## src/rtl/rv32v_memory_arbitor_pkg.sv

```systemverilog
// Shared types and helpers for the scalar/vector memory arbiter and CB age logic.
package rv32v_types_pkg;

  localparam int NUM_CB_ENTRY_DFLT = 16;
  localparam int CB_IDX_W_DFLT     = $clog2(NUM_CB_ENTRY_DFLT);
  localparam int CB_AGE_W          = 8;   // widest CB index the age helper handles
  localparam int MEM_ADDR_W        = 32;
  localparam int MEM_DATA_W        = 32;
  localparam int MEM_BE_W          = MEM_DATA_W / 8;

  typedef enum logic [1:0] {
    IDLE        = 2'd0,
    SCALAR_XFER = 2'd1,
    VECTOR_XFER = 2'd2
  } arb_state_t;

  typedef struct packed {
    logic                  ren;
    logic                  wen;
    logic [MEM_ADDR_W-1:0] addr;
    logic [MEM_DATA_W-1:0] wdata;
    logic [MEM_BE_W-1:0]   byte_en;
  } mem_req_t;

  // Distance of a CB entry from the commit pointer, wrapped to idx_w bits.
  function automatic logic [CB_AGE_W-1:0] cb_age(
    input logic [CB_AGE_W-1:0] idx,
    input logic [CB_AGE_W-1:0] tail,
    input int unsigned         idx_w = CB_IDX_W_DFLT
  );
    logic [CB_AGE_W-1:0] mask;
    mask = (CB_AGE_W'(1) << idx_w) - CB_AGE_W'(1);
    return (idx - tail) & mask;
  endfunction

endpackage

```

## src/rtl/rv32v_memory_arbitor_if.sv

```systemverilog
// Generic single-access memory port: requester (master) toward a responder (slave).
interface rv32v_memory_arbitor_if #(
  parameter int ADDR_WIDTH = 32,
  parameter int DATA_WIDTH = 32
);
  localparam int BE_W = DATA_WIDTH / 8;

  logic                  ren;
  logic                  wen;
  logic [ADDR_WIDTH-1:0] addr;
  logic [DATA_WIDTH-1:0] wdata;
  logic [BE_W-1:0]       byte_en;
  logic [DATA_WIDTH-1:0] rdata;
  logic                  busy;

  modport master (output ren, wen, addr, wdata, byte_en, input rdata, busy);
  modport slave  (input ren, wen, addr, wdata, byte_en, output rdata, busy);
endinterface

```

## src/rtl/rv32v_cb_age_compare.sv

```systemverilog
// Decides whether the scalar CB entry is at least as old as the vector one.
module rv32v_cb_age_compare
  import rv32v_types_pkg::*;
#(
  parameter int CB_IDX_W = CB_IDX_W_DFLT
) (
  input  logic [CB_IDX_W-1:0] tail_i,
  input  logic [CB_IDX_W-1:0] scalar_idx_i,
  input  logic [CB_IDX_W-1:0] vector_idx_i,
  output logic                scalar_older_o
);
  logic [CB_AGE_W-1:0] scalar_age_s;
  logic [CB_AGE_W-1:0] vector_age_s;

  // Ages relative to the commit pointer; a tie counts as scalar-older.
  always_comb begin
    scalar_age_s   = cb_age(CB_AGE_W'(scalar_idx_i), CB_AGE_W'(tail_i), unsigned'(CB_IDX_W));
    vector_age_s   = cb_age(CB_AGE_W'(vector_idx_i), CB_AGE_W'(tail_i), unsigned'(CB_IDX_W));
    scalar_older_o = (scalar_age_s <= vector_age_s);
  end
endmodule

```

## src/rtl/rv32v_memory_arbitor_chk.sv

```systemverilog
// Simulation-only checks on requester behaviour seen by the arbiter.
module rv32v_memory_arbitor_chk (
  input logic clk_i,
  input logic rst_i,
  input logic scalar_ren_i,
  input logic scalar_wen_i,
  input logic vector_ren_i,
  input logic vector_wen_i
);
  // Flag a side that asserts read and write together; the arbiter lets the write win.
  always @(posedge clk_i) begin
    if (!rst_i && scalar_ren_i && scalar_wen_i) begin
      $warning("scalar side drives ren and wen together; write takes priority");
    end
    if (!rst_i && vector_ren_i && vector_wen_i) begin
      $warning("vector side drives ren and wen together; write takes priority");
    end
  end
endmodule

```

## src/rtl/rv32v_memory_arbitor.sv

```systemverilog
// Single-port memory arbiter: scalar vs vector memory stage, oldest CB entry wins.
module rv32v_memory_arbitor
  import rv32v_types_pkg::*;
#(
  parameter  int NUM_CB_ENTRY = 16,
  parameter  int ADDR_WIDTH   = 32,
  parameter  int DATA_WIDTH   = 32,
  localparam int CB_IDX_W     = $clog2(NUM_CB_ENTRY),
  localparam int BE_W         = DATA_WIDTH / 8
) (
  input  logic                  CLK,
  input  logic                  RST,
  input  logic [CB_IDX_W-1:0]   cb_tail_index,
  input  logic [CB_IDX_W-1:0]   scalar_cb_index,
  input  logic [CB_IDX_W-1:0]   vector_cb_index,
  rv32v_memory_arbitor_if.slave  scalar_if,
  rv32v_memory_arbitor_if.slave  vector_if,
  rv32v_memory_arbitor_if.master bus_if
);
  arb_state_t            state_q, state_d;
  logic                  scalar_req_s, vector_req_s, scalar_older_s;
  logic                  scalar_busy_s, vector_busy_s;
  logic                  bus_ren_q, bus_wen_q;
  logic [ADDR_WIDTH-1:0] bus_addr_q;
  logic [DATA_WIDTH-1:0] bus_wdata_q;
  logic [BE_W-1:0]       bus_byte_en_q;
  logic [DATA_WIDTH-1:0] scalar_rdata_q, vector_rdata_q;

  assign scalar_req_s = scalar_if.ren | scalar_if.wen;
  assign vector_req_s = vector_if.ren | vector_if.wen;

  rv32v_cb_age_compare #(.CB_IDX_W(CB_IDX_W)) u_age_cmp (
    .tail_i        (cb_tail_index),
    .scalar_idx_i  (scalar_cb_index),
    .vector_idx_i  (vector_cb_index),
    .scalar_older_o(scalar_older_s)
  );

  rv32v_memory_arbitor_chk u_chk (
    .clk_i       (CLK),
    .rst_i       (RST),
    .scalar_ren_i(scalar_if.ren),
    .scalar_wen_i(scalar_if.wen),
    .vector_ren_i(vector_if.ren),
    .vector_wen_i(vector_if.wen)
  );

  // State register.
  always_ff @(posedge CLK or posedge RST) begin
    if (RST) state_q <= IDLE;
    else     state_q <= state_d;
  end

  // Next state: grant from IDLE by age, hold until the bus reports completion.
  always_comb begin
    state_d = state_q;
    case (state_q)
      IDLE: begin
        if (scalar_req_s && (!vector_req_s || scalar_older_s)) state_d = SCALAR_XFER;
        else if (vector_req_s)                                 state_d = VECTOR_XFER;
        else                                                   state_d = IDLE;
      end
      SCALAR_XFER, VECTOR_XFER: begin
        if (!bus_if.busy) state_d = IDLE;
        else              state_d = state_q;
      end
      default: state_d = IDLE;
    endcase
  end

  // Bus request registers load on grant; read data is captured on completion.
  always_ff @(posedge CLK or posedge RST) begin
    if (RST) begin
      bus_ren_q      <= 1'b0;
      bus_wen_q      <= 1'b0;
      bus_addr_q     <= '0;
      bus_wdata_q    <= '0;
      bus_byte_en_q  <= '0;
      scalar_rdata_q <= '0;
      vector_rdata_q <= '0;
    end else begin
      case (state_q)
        IDLE: begin
          if (state_d == SCALAR_XFER) begin
            bus_ren_q     <= scalar_if.ren & ~scalar_if.wen;
            bus_wen_q     <= scalar_if.wen;
            bus_addr_q    <= scalar_if.addr;
            bus_wdata_q   <= scalar_if.wdata;
            bus_byte_en_q <= scalar_if.byte_en;
          end else if (state_d == VECTOR_XFER) begin
            bus_ren_q     <= vector_if.ren & ~vector_if.wen;
            bus_wen_q     <= vector_if.wen;
            bus_addr_q    <= vector_if.addr;
            bus_wdata_q   <= vector_if.wdata;
            bus_byte_en_q <= vector_if.byte_en;
          end else begin
            bus_ren_q <= 1'b0;
            bus_wen_q <= 1'b0;
          end
        end
        SCALAR_XFER: begin
          if (!bus_if.busy) begin
            bus_ren_q <= 1'b0;
            bus_wen_q <= 1'b0;
            if (bus_ren_q) scalar_rdata_q <= bus_if.rdata;
          end
        end
        VECTOR_XFER: begin
          if (!bus_if.busy) begin
            bus_ren_q <= 1'b0;
            bus_wen_q <= 1'b0;
            if (bus_ren_q) vector_rdata_q <= bus_if.rdata;
          end
        end
        default: begin
          bus_ren_q <= 1'b0;
          bus_wen_q <= 1'b0;
        end
      endcase
    end
  end

  // Requester busy: only the granted side sees the bus completion, same cycle.
  always_comb begin
    scalar_busy_s = 1'b1;
    vector_busy_s = 1'b1;
    case (state_q)
      SCALAR_XFER: scalar_busy_s = bus_if.busy;
      VECTOR_XFER: vector_busy_s = bus_if.busy;
      default: begin
        scalar_busy_s = 1'b1;
        vector_busy_s = 1'b1;
      end
    endcase
  end

  assign bus_if.ren       = bus_ren_q;
  assign bus_if.wen       = bus_wen_q;
  assign bus_if.addr      = bus_addr_q;
  assign bus_if.wdata     = bus_wdata_q;
  assign bus_if.byte_en   = bus_byte_en_q;
  assign scalar_if.rdata  = scalar_rdata_q;
  assign scalar_if.busy   = scalar_busy_s;
  assign vector_if.rdata  = vector_rdata_q;
  assign vector_if.busy   = vector_busy_s;
endmodule

```

## src/flat_wrapper.sv

```systemverilog
// flat-port wrapper written by rule: the top's interface ports become plain ports
module rv32v_memory_arbitor_flat import rv32v_types_pkg::*;
#(
  parameter  int NUM_CB_ENTRY = 16,
  parameter  int ADDR_WIDTH   = 32,
  parameter  int DATA_WIDTH   = 32,
  localparam int CB_IDX_W     = $clog2(NUM_CB_ENTRY),
  localparam int BE_W         = DATA_WIDTH / 8
)
  (CLK, RST, cb_tail_index, scalar_cb_index, vector_cb_index, scalar_if_ren, scalar_if_wen, scalar_if_addr, scalar_if_wdata, scalar_if_byte_en, scalar_if_rdata, scalar_if_busy, vector_if_ren, vector_if_wen, vector_if_addr, vector_if_wdata, vector_if_byte_en, vector_if_rdata, vector_if_busy, bus_if_ren, bus_if_wen, bus_if_addr, bus_if_wdata, bus_if_byte_en, bus_if_rdata, bus_if_busy);
  rv32v_memory_arbitor_if #(.ADDR_WIDTH(ADDR_WIDTH), .DATA_WIDTH(DATA_WIDTH)) scalar_if_i ();
  rv32v_memory_arbitor_if #(.ADDR_WIDTH(ADDR_WIDTH), .DATA_WIDTH(DATA_WIDTH)) vector_if_i ();
  rv32v_memory_arbitor_if #(.ADDR_WIDTH(ADDR_WIDTH), .DATA_WIDTH(DATA_WIDTH)) bus_if_i ();
  input  logic CLK;
  input  logic RST;
  input  logic [CB_IDX_W-1:0] cb_tail_index;
  input  logic [CB_IDX_W-1:0] scalar_cb_index;
  input  logic [CB_IDX_W-1:0] vector_cb_index;
  input wire logic [$bits(scalar_if_i.ren)-1:0] scalar_if_ren;
  input wire logic [$bits(scalar_if_i.wen)-1:0] scalar_if_wen;
  input wire logic [$bits(scalar_if_i.addr)-1:0] scalar_if_addr;
  input wire logic [$bits(scalar_if_i.wdata)-1:0] scalar_if_wdata;
  input wire logic [$bits(scalar_if_i.byte_en)-1:0] scalar_if_byte_en;
  output wire logic [$bits(scalar_if_i.rdata)-1:0] scalar_if_rdata;
  output wire logic [$bits(scalar_if_i.busy)-1:0] scalar_if_busy;
  input wire logic [$bits(vector_if_i.ren)-1:0] vector_if_ren;
  input wire logic [$bits(vector_if_i.wen)-1:0] vector_if_wen;
  input wire logic [$bits(vector_if_i.addr)-1:0] vector_if_addr;
  input wire logic [$bits(vector_if_i.wdata)-1:0] vector_if_wdata;
  input wire logic [$bits(vector_if_i.byte_en)-1:0] vector_if_byte_en;
  output wire logic [$bits(vector_if_i.rdata)-1:0] vector_if_rdata;
  output wire logic [$bits(vector_if_i.busy)-1:0] vector_if_busy;
  output wire logic [$bits(bus_if_i.ren)-1:0] bus_if_ren;
  output wire logic [$bits(bus_if_i.wen)-1:0] bus_if_wen;
  output wire logic [$bits(bus_if_i.addr)-1:0] bus_if_addr;
  output wire logic [$bits(bus_if_i.wdata)-1:0] bus_if_wdata;
  output wire logic [$bits(bus_if_i.byte_en)-1:0] bus_if_byte_en;
  input wire logic [$bits(bus_if_i.rdata)-1:0] bus_if_rdata;
  input wire logic [$bits(bus_if_i.busy)-1:0] bus_if_busy;
  assign scalar_if_i.ren = scalar_if_ren;
  assign scalar_if_i.wen = scalar_if_wen;
  assign scalar_if_i.addr = scalar_if_addr;
  assign scalar_if_i.wdata = scalar_if_wdata;
  assign scalar_if_i.byte_en = scalar_if_byte_en;
  assign scalar_if_rdata = scalar_if_i.rdata;
  assign scalar_if_busy = scalar_if_i.busy;
  assign vector_if_i.ren = vector_if_ren;
  assign vector_if_i.wen = vector_if_wen;
  assign vector_if_i.addr = vector_if_addr;
  assign vector_if_i.wdata = vector_if_wdata;
  assign vector_if_i.byte_en = vector_if_byte_en;
  assign vector_if_rdata = vector_if_i.rdata;
  assign vector_if_busy = vector_if_i.busy;
  assign bus_if_ren = bus_if_i.ren;
  assign bus_if_wen = bus_if_i.wen;
  assign bus_if_addr = bus_if_i.addr;
  assign bus_if_wdata = bus_if_i.wdata;
  assign bus_if_byte_en = bus_if_i.byte_en;
  assign bus_if_i.rdata = bus_if_rdata;
  assign bus_if_i.busy = bus_if_busy;
  rv32v_memory_arbitor #(.NUM_CB_ENTRY(NUM_CB_ENTRY), .ADDR_WIDTH(ADDR_WIDTH), .DATA_WIDTH(DATA_WIDTH)) u_core (.CLK(CLK), .RST(RST), .cb_tail_index(cb_tail_index), .scalar_cb_index(scalar_cb_index), .vector_cb_index(vector_cb_index), .scalar_if(scalar_if_i), .vector_if(vector_if_i), .bus_if(bus_if_i));
endmodule
```

## config.mk

```make
export PLATFORM = sky130hd
export DESIGN_NAME = rv32v_memory_arbitor_flat
export DESIGN_NICKNAME = d
export VERILOG_FILES = /design/src/rtl/rv32v_memory_arbitor_pkg.sv /design/src/rtl/rv32v_memory_arbitor_if.sv /design/src/rtl/rv32v_cb_age_compare.sv /design/src/rtl/rv32v_memory_arbitor_chk.sv /design/src/rtl/rv32v_memory_arbitor.sv /design/src/flat_wrapper.sv
export SDC_FILE = /design/constraint.sdc
export NUM_CORES = 1
export LEC_CHECK = 0
export ABC_AREA = 0
export ABC_CLOCK_PERIOD_IN_PS = 7000
export CAP_MARGIN = 20
export CORE_UTILIZATION = 40
export DETAILED_ROUTE_END_ITERATION = 8
export PLACE_DENSITY = 0.93
export SYNTH_ARGS = -nofsm -noshare
export SYNTH_HDL_FRONTEND = slang
export SYNTH_SLANG_ARGS = --single-unit
```

## constraint.sdc

```tcl
create_clock -name CLK -period 7 [get_ports CLK]
set_input_delay 2.1 -clock CLK [delete_from_list [all_inputs] [get_ports CLK]]
set_output_delay 2.1 -clock CLK [all_outputs]
set_load 0.03 [all_outputs]
```

==> results.json, run 1 <==
{
  "ys_seq_area_share_pct": 54.8,
  "ys.flop_type": "dfrtp_1",
  "r2r_setup_slack_ns": 4.00,
  "synth_seq_cells": 136,
  "antenna_found_initial": 1,
  "netlist_instances": 505,
  "die-area_um2": 16000,
  "crit_type": "input pin to primary output",
  "io_pins": 323,
  "critPathSlowestCell": "clkdlybuf4s50_1",
  "cts_hold_buf": 0,
  "cts_tree": "yes",
  "wl_per_cell_um": 17.8,
  "synthArstFlopShare_pct": 100,
  "routed-via-count": 5063,
  "ctsRootBufferMaster": "clkbuf_16",
  "r2r_end": "u_core.bus_if.addr[9]",
  "synth-edff-count": 0,
  "post_dp_cell_area_um2": 9550,
  "grt_overflow": 0,
  "die-height_um": 127,
  "setup_tns_ns": 0,
  "hold_viol": 0,
  "post_cts_buffers": 0,
  "hold_end": "u_core.bus_if.addr[19]",
  "groute.usage.overall_pct": 23.4,
  "routed_wl_mm": 18.2,
  "tightest_slew_ns": 0.902,
  "hold_path.startpoint": "u_core.bus_if.addr[19]",
  "cpLargestDelayFamily": "buffers and inverters",
  "cts_max_level": 4,
  "clock_latency_ns": 0.41,
  "drive_gt1_share_pct": 12.8,
  "avgSynthCellArea_um2": 12.3,
  "clock_skew_ns": 0.00900,
  "grt_max_degree": 104,
  "cpPeakStageDelay_ns": 0.69,
  "dr.first_iter.drc_count": 167,
  "grt_pass1_vias": 5116,
  "status": "complete, no violations",
  "critPathBufInv": 2,
  "cp-start-kind": "input pin",
  "relSlewSlack_pct": 39.9,
  "core_um2": 15200,
  "layout.area.seq_um2": 3400,
  "arrival_ns": 3.56,
  "area_growth_syn_to_layout_pct": 63.5,
  "nNetsFinal": 1026,
  "start_util_pct": 40.9,
  "holdWs_ns": 0.480,
  "reg2reg_from": "u_core.state_q[0]",
  "worstPathRequired_ns": 4.90,
  "setup_viol": 0,
  "drc": 0,
  "multi_input_area_um2": 2580,
  "design_area_um2": 10200,
  "grt_pass1_wl_mm": 28.1,
  "slew_viol_final": 0,
  "max-vdd-ir-drop_mv": 0.275,
  "gp_congestion": 0.775,
  "r2r_cells": 9,
  "rsz0062_at_grt": "false",
  "yosysWarnings": 0,
  "netlist_area_um2": 6210,
  "power_density_nw_per_um2": 493,
  "hold_class": "flop to flop",
  "antenna_left": 0,
  "max_freq_ghz": 0.177,
  "maxCapViolCount": 0,
  "clock_path_buffers": 2,
  "drt_pass1_iterations": 4,
  "leakage_nw": 4.53,
  "clk_pin_slew_worst_paths_ns": 0.06,
  "holdPathStages": 2,
  "ys_types": 37,
  "syn_nets": 709,
  "cp-end-kind": "primary output",
  "fp.dieW_um": 127,
  "cts_buffers": 17,
  "cts.repair.resized": 0,
  "fill_cells": 1121,
  "dpl.hpwl_mm": 13.8,
  "path_max_fanout": 8,
  "fin_crit_ns": 5.66,
  "io_buffers": 322,
  "crit_top_cell": "clkdlybuf4s50_1",
  "rows": 45,
  "path_cells": "clkdlybuf4s50_1 > nand2b_1 > clkdlybuf4s50_1",
  "viasPerCell": 4.94,
  "fin_crit_sh_pct": 80.8,
  "cts.sinks": 136
}
## worst max path at each step
stage | from | endpoint | slack, ns | cells after the start
finish | bus_if_busy | scalar_if_busy | 1.34 | 3
global route | cb_tail_index[1] | u_core.bus_if.addr[3] | 1.06 | 15
CTS | bus_if_busy | scalar_if_busy | 1.32 | 3
detailed placement | cb_tail_index[1] | u_core.bus_if.addr[25] | 0.94 | 15
global placement | cb_tail_index[1] | u_core.bus_if.wdata[27] | 0.98 | 15
floorplan | RST | u_core.bus_if.addr[0] | 1.26 | 1
## Yosys cell counts (2+ instances only)
master	number	share of area, %
a21o_1	3	0.36
a21oi_1	4	0.32
buf_1	2	0.12
buf_2	6	0.48
buf_4	8	0.97
clkbuf_1	7	0.42
clkbuf_8	5	1.1
dfrtp_1	136	55
fa_1	2	0.64
ha_1	15	3.0
inv_1	11	0.66
mux2_2	60	11
mux2_4	3	0.73
mux2i_1	68	11
nand2_1	72	4.4
nand2b_1	4	0.40
nand3_1	3	0.24
nand3b_4	2	0.64
nor2_1	2	0.12
nor3_1	2	0.16
o21ai_0	64	5.2
o21ai_1	6	0.48
xnor2_1	4	0.56
xor2_1	3	0.42
## per-layer routing
metal | routed length (um) | vias up | global-route usage (%)
li1 | - | 2403 | -
met1 | 7140 | 2410 | 26.4
met2 | 9270 | 227 | 40.5
met3 | 1450 | 23 | 7.97
met4 | 387 | 0 | 9.57
met5 | 0 | - | 0
## stage by stage
stage	instances	utilization [%]	power, W	setup slack [ns]
floorplan	505	-	0.00303	1.26
global placement	991	62.8	0.00403	0.980
detailed placement	991	62.8	0.00412	0.939
CTS	1023	66.8	0.00504	1.32
global route	1024	66.8	0.00529	1.06
finish	1024	66.8	0.00501	1.34
## registers in the layout (all words and copies together), names as in the netlist
register,flops
u_core.bus_if.addr,32
u_core.bus_if.byte_en,4
u_core.bus_if.ren,1
u_core.bus_if.wdata,32
u_core.bus_if.wen,1
u_core.scalar_if.rdata,32
u_core.state_q,2
u_core.vector_if.rdata,32
## final cells by class
type | instances | area share [%]
Inverter | 11 | 0.456
Antenna cell | 1 | 0.0246
Clock buffer | 19 | 4.26
Tap cell | 188 | 2.32
Clock inverter | 13 | 1.67
Timing Repair Buffer | 327 | 32.3
Multi-Input combinational cell | 329 | 25.4
Sequential cell | 136 | 33.5
## where the power goes
part	internal (W)	total, W	leakage [nW]	switching (W)
sequential	0.00117	0.00137	1.76	0.000207
clock	0.000564	0.000911	0.285	0.000347
combinational	0.00118	0.00272	2.48	0.00154
## worst min-delay path, delay by kind of cell (launching register included)
kind / cells / cell delay [ns]
AOI/OAI and AO/OA: 1 / 0.06
DFF: 1 / 0.34
and+or+nand+nor: 1 / 0.04
## cell families (layout without fill, tap and decap cells)
kind of cell | Yosys count | after routing | share of synthesized area (%)
AO/OA/AOI/OAI | 85 | 85 | 7.49
multiplexers | 132 | 132 | 22.7
other | 0 | 1 | 0
XOR/XNOR | 7 | 7 | 0.987
adder cells (fa/ha/maj) | 17 | 17 | 3.67
buffers and inverters | 40 | 370 | 3.95
AND/OR/NAND/NOR | 88 | 88 | 6.38
flip-flops | 136 | 136 | 54.8
## cell usage in the layout, fill, tap and decap left out, types with 6 or more instances in the layout
cell               n
inv_1             10
mux2_2            60
ha_1              14
nand2_1           72
o21ai_1            6
o21ai_0           64
clkbuf_16         17
mux2i_1           68
clkdlybuf4s50_1  322
dfrtp_1          136
(Power assumes the default switching activity.)
==> run 2: changes to the inputs <==
--- a/config.mk
+++ b/config.mk
@@ -6,7 +6,7 @@
 export NUM_CORES = 1
 export LEC_CHECK = 0
 export ABC_AREA = 0
-export ABC_CLOCK_PERIOD_IN_PS = 7000
+export ABC_CLOCK_PERIOD_IN_PS = 5300
 export CAP_MARGIN = 20
 export CORE_UTILIZATION = 40
 export DETAILED_ROUTE_END_ITERATION = 8
==> constraint.sdc (replaced) <==
create_clock -name CLK -period 5.3 [get_ports CLK]
set_input_delay 1.59 -clock CLK [delete_from_list [all_inputs] [get_ports CLK]]
set_output_delay 1.59 -clock CLK [all_outputs]
set_load 0.03 [all_outputs]
==> run 2 against run 1 <==
  * Die area unchanged
  * Clock power increased by 31%
  * Cell count grew 0.68%
  * Non-clock buffer count grew 7
  * Worst setup slack got worse by 0.95 ns
  * Cell area grew 1.0%
  * Critical endpoint is now u_core.bus_if.byte_en[2]
  * Largest cell class unchanged
  * Highest routed layer unchanged
==> results.json, run 2 (synthesis results as in run 1) <==
{
  "status": "complete, no violations",
  "core_um2": 15200,
  "fp.dieW_um": 127,
  "r2r_cells": 9,
  "cpPeakStageDelay_ns": 0.52,
  "arrival_ns": 5.19,
  "cts_max_level": 4,
  "path_cells": "clkdlybuf4s50_1 > inv_1 > ha_1 > a21o_1 > a21oi_1 > xnor2_1 > ha_1 > and3_4 > a221oi_2 > o31ai_1 > a21oi_1 > ha_4 > buf_12 > mux2i_1 > o21ai_0",
  "setup_viol": 0,
  "dpl.hpwl_mm": 13.7,
  "final_cell_mix": "322 x clkdlybuf4s50_1, 136 x dfrtp_1, 72 x nand2_1",
  "worstPathRequired_ns": 5.58,
  "crit_type": "input pin to flop",
  "clock_latency_ns": 0.41,
  "io_buffers": 322,
  "cp-end-kind": "flop",
  "setup_tns_ns": 0,
  "antenna_found_initial": 1,
  "grt_pass1_vias": 5377,
  "multi_input_area_um2": 2580,
  "gp_congestion": 0.792,
  "cts_buffers": 17,
  "antenna_left": 0,
  "holdPathStages": 2,
  "groute.usage.overall_pct": 23.6,
  "rsz0062_at_grt": "false",
  "grt_pass1_wl_mm": 28.8,
  "max_freq_ghz": 0.204,
  "leakage_nw": 4.59,
  "routed_wl_mm": 18.5,
  "fin_crit_ns": 4.91,
  "ctsRootBufferMaster": "clkbuf_16",
  "drt_pass1_iterations": 4,
  "grt_max_degree": 113,
  "nNetsFinal": 1033,
  "post_cts_buffers": 0,
  "power_density_nw_per_um2": 654,
  "tightest_slew_ns": 0.508,
  "clock_path_buffers": 2,
  "fin_crit_sh_pct": 92.7,
  "critPathSlowestCell": "clkdlybuf4s50_1",
  "cts_hold_buf": 0,
  "die-area_um2": 16000,
  "clk_pin_slew_worst_paths_ns": 0.06,
  "dr.first_iter.drc_count": 168,
  "slew_viol_final": 0,
  "max-vdd-ir-drop_mv": 0.419,
  "hold_class": "flop to flop",
  "cp-start-kind": "input pin",
  "final_common_cell": "clkdlybuf4s50_1",
  "routed-via-count": 5095,
  "grt_overflow": 0,
  "drive_gt1_share_pct": 13.8,
  "io_pins": 323,
  "maxCapViolCount": 0,
  "cts.repair.resized": 0,
  "place_inst": 997,
  "layout.area.seq_um2": 3400,
  "rows": 45,
  "hold_viol": 0,
  "path_max_fanout": 29,
  "area_growth_syn_to_layout_pct": 65.2,
  "relSlewSlack_pct": 66.1,
  "clock_skew_ns": 0.00911,
  "fill_cells": 1071,
  "wl_per_cell_um": 18.0,
  "post-route-util_pct": 67.5,
  "fin_cells": 1031,
  "start_util_pct": 40.9,
  "die-height_um": 127,
  "viasPerCell": 4.94,
  "cts.sinks": 136,
  "cts_tree": "yes",
  "drc": 0
}
[run 2: cell types whose count changed in the layout (fill, tap and decap cells not counted)]
| cell | delta |
|---|---|
| buf_12 | +3 |
| inv_6 | -1 |
| clkinv_4 | -1 |
| clkinv_2 | -1 |
| clkbuf_1 | -2 |
| bufinv_16 | -2 |
| inv_8 | +6 |
| clkbuf_8 | +1 |
| buf_16 | +1 |
| buf_4 | +3 |
[run 2: final cells by class]
cell class              count  share of cell area (%)
clock inverters            14                    1.51
clock buffers              18                    4.28
multi-input cells         329                    25.2
inverters                  11                   0.451
flip-flops and latches    136                    33.2
repair buffers            334                    33.1
well taps                 188                    2.29
diodes                      1                  0.0244
[run 2: worst max-delay path: cells and delay by family]
kind	cells	cell delay, ns
AOI/OAI and AO/OA	6	1.26
buffers and inverters	3	0.88
xor gates and xnor gates	1	0.10
adders and majority gates	3	0.93
and+or+nand+nor	1	0.19
muxes	1	0.23
[run 2: final timing paths]
path	start	endpoint	slack [ns]
worst min register to register	u_core.bus_if.wdata[24]	u_core.bus_if.wdata[24]	0.48
worst max register to register	u_core.state_q[0]	u_core.bus_if.addr[23]	2.69
max in group asynchronous	RST	u_core.vector_if.rdata[20]	2.76
worst min-delay path	u_core.bus_if.wdata[24]	u_core.bus_if.wdata[24]	0.48
min in group asynchronous	RST	u_core.scalar_if.rdata[5]	1.60
worst max-delay path	cb_tail_index[1]	u_core.bus_if.byte_en[2]	0.39
[run 2: routing by layer]
layer	global-route usage [%]	up-vias	wire length [um]	share of wire, %
met2	40.7	235	9120	49
met4	8.65	0	421	2.3
met3	7.89	27	1430	7.7
met5	0	-	0	0
met1	27.2	2426	7530	41
li1	-	2407	-	-
[run 2: stage by stage]
stage | cell area, um^2 | setup slack (ns) | total power [W] | hold slack, ns
after floorplan | 6210 | 0.0705 | 0.00400 | 0.599
after CTS | 10200 | 0.378 | 0.00675 | 0.484
after global placement | 9640 | 0.171 | 0.00542 | 0.460
after global routing | 10300 | 0.121 | 0.00707 | 0.494
final | 10300 | 0.389 | 0.00671 | 0.478
after detailed placement | 9640 | -0.0723 | 0.00554 | 0.469
[run 2: power by group]
part           internal [W]  switching, W
Sequential          0.00154      0.000274
Combinational       0.00164       0.00207
Clock              0.000682      0.000511
Total               0.00386       0.00285
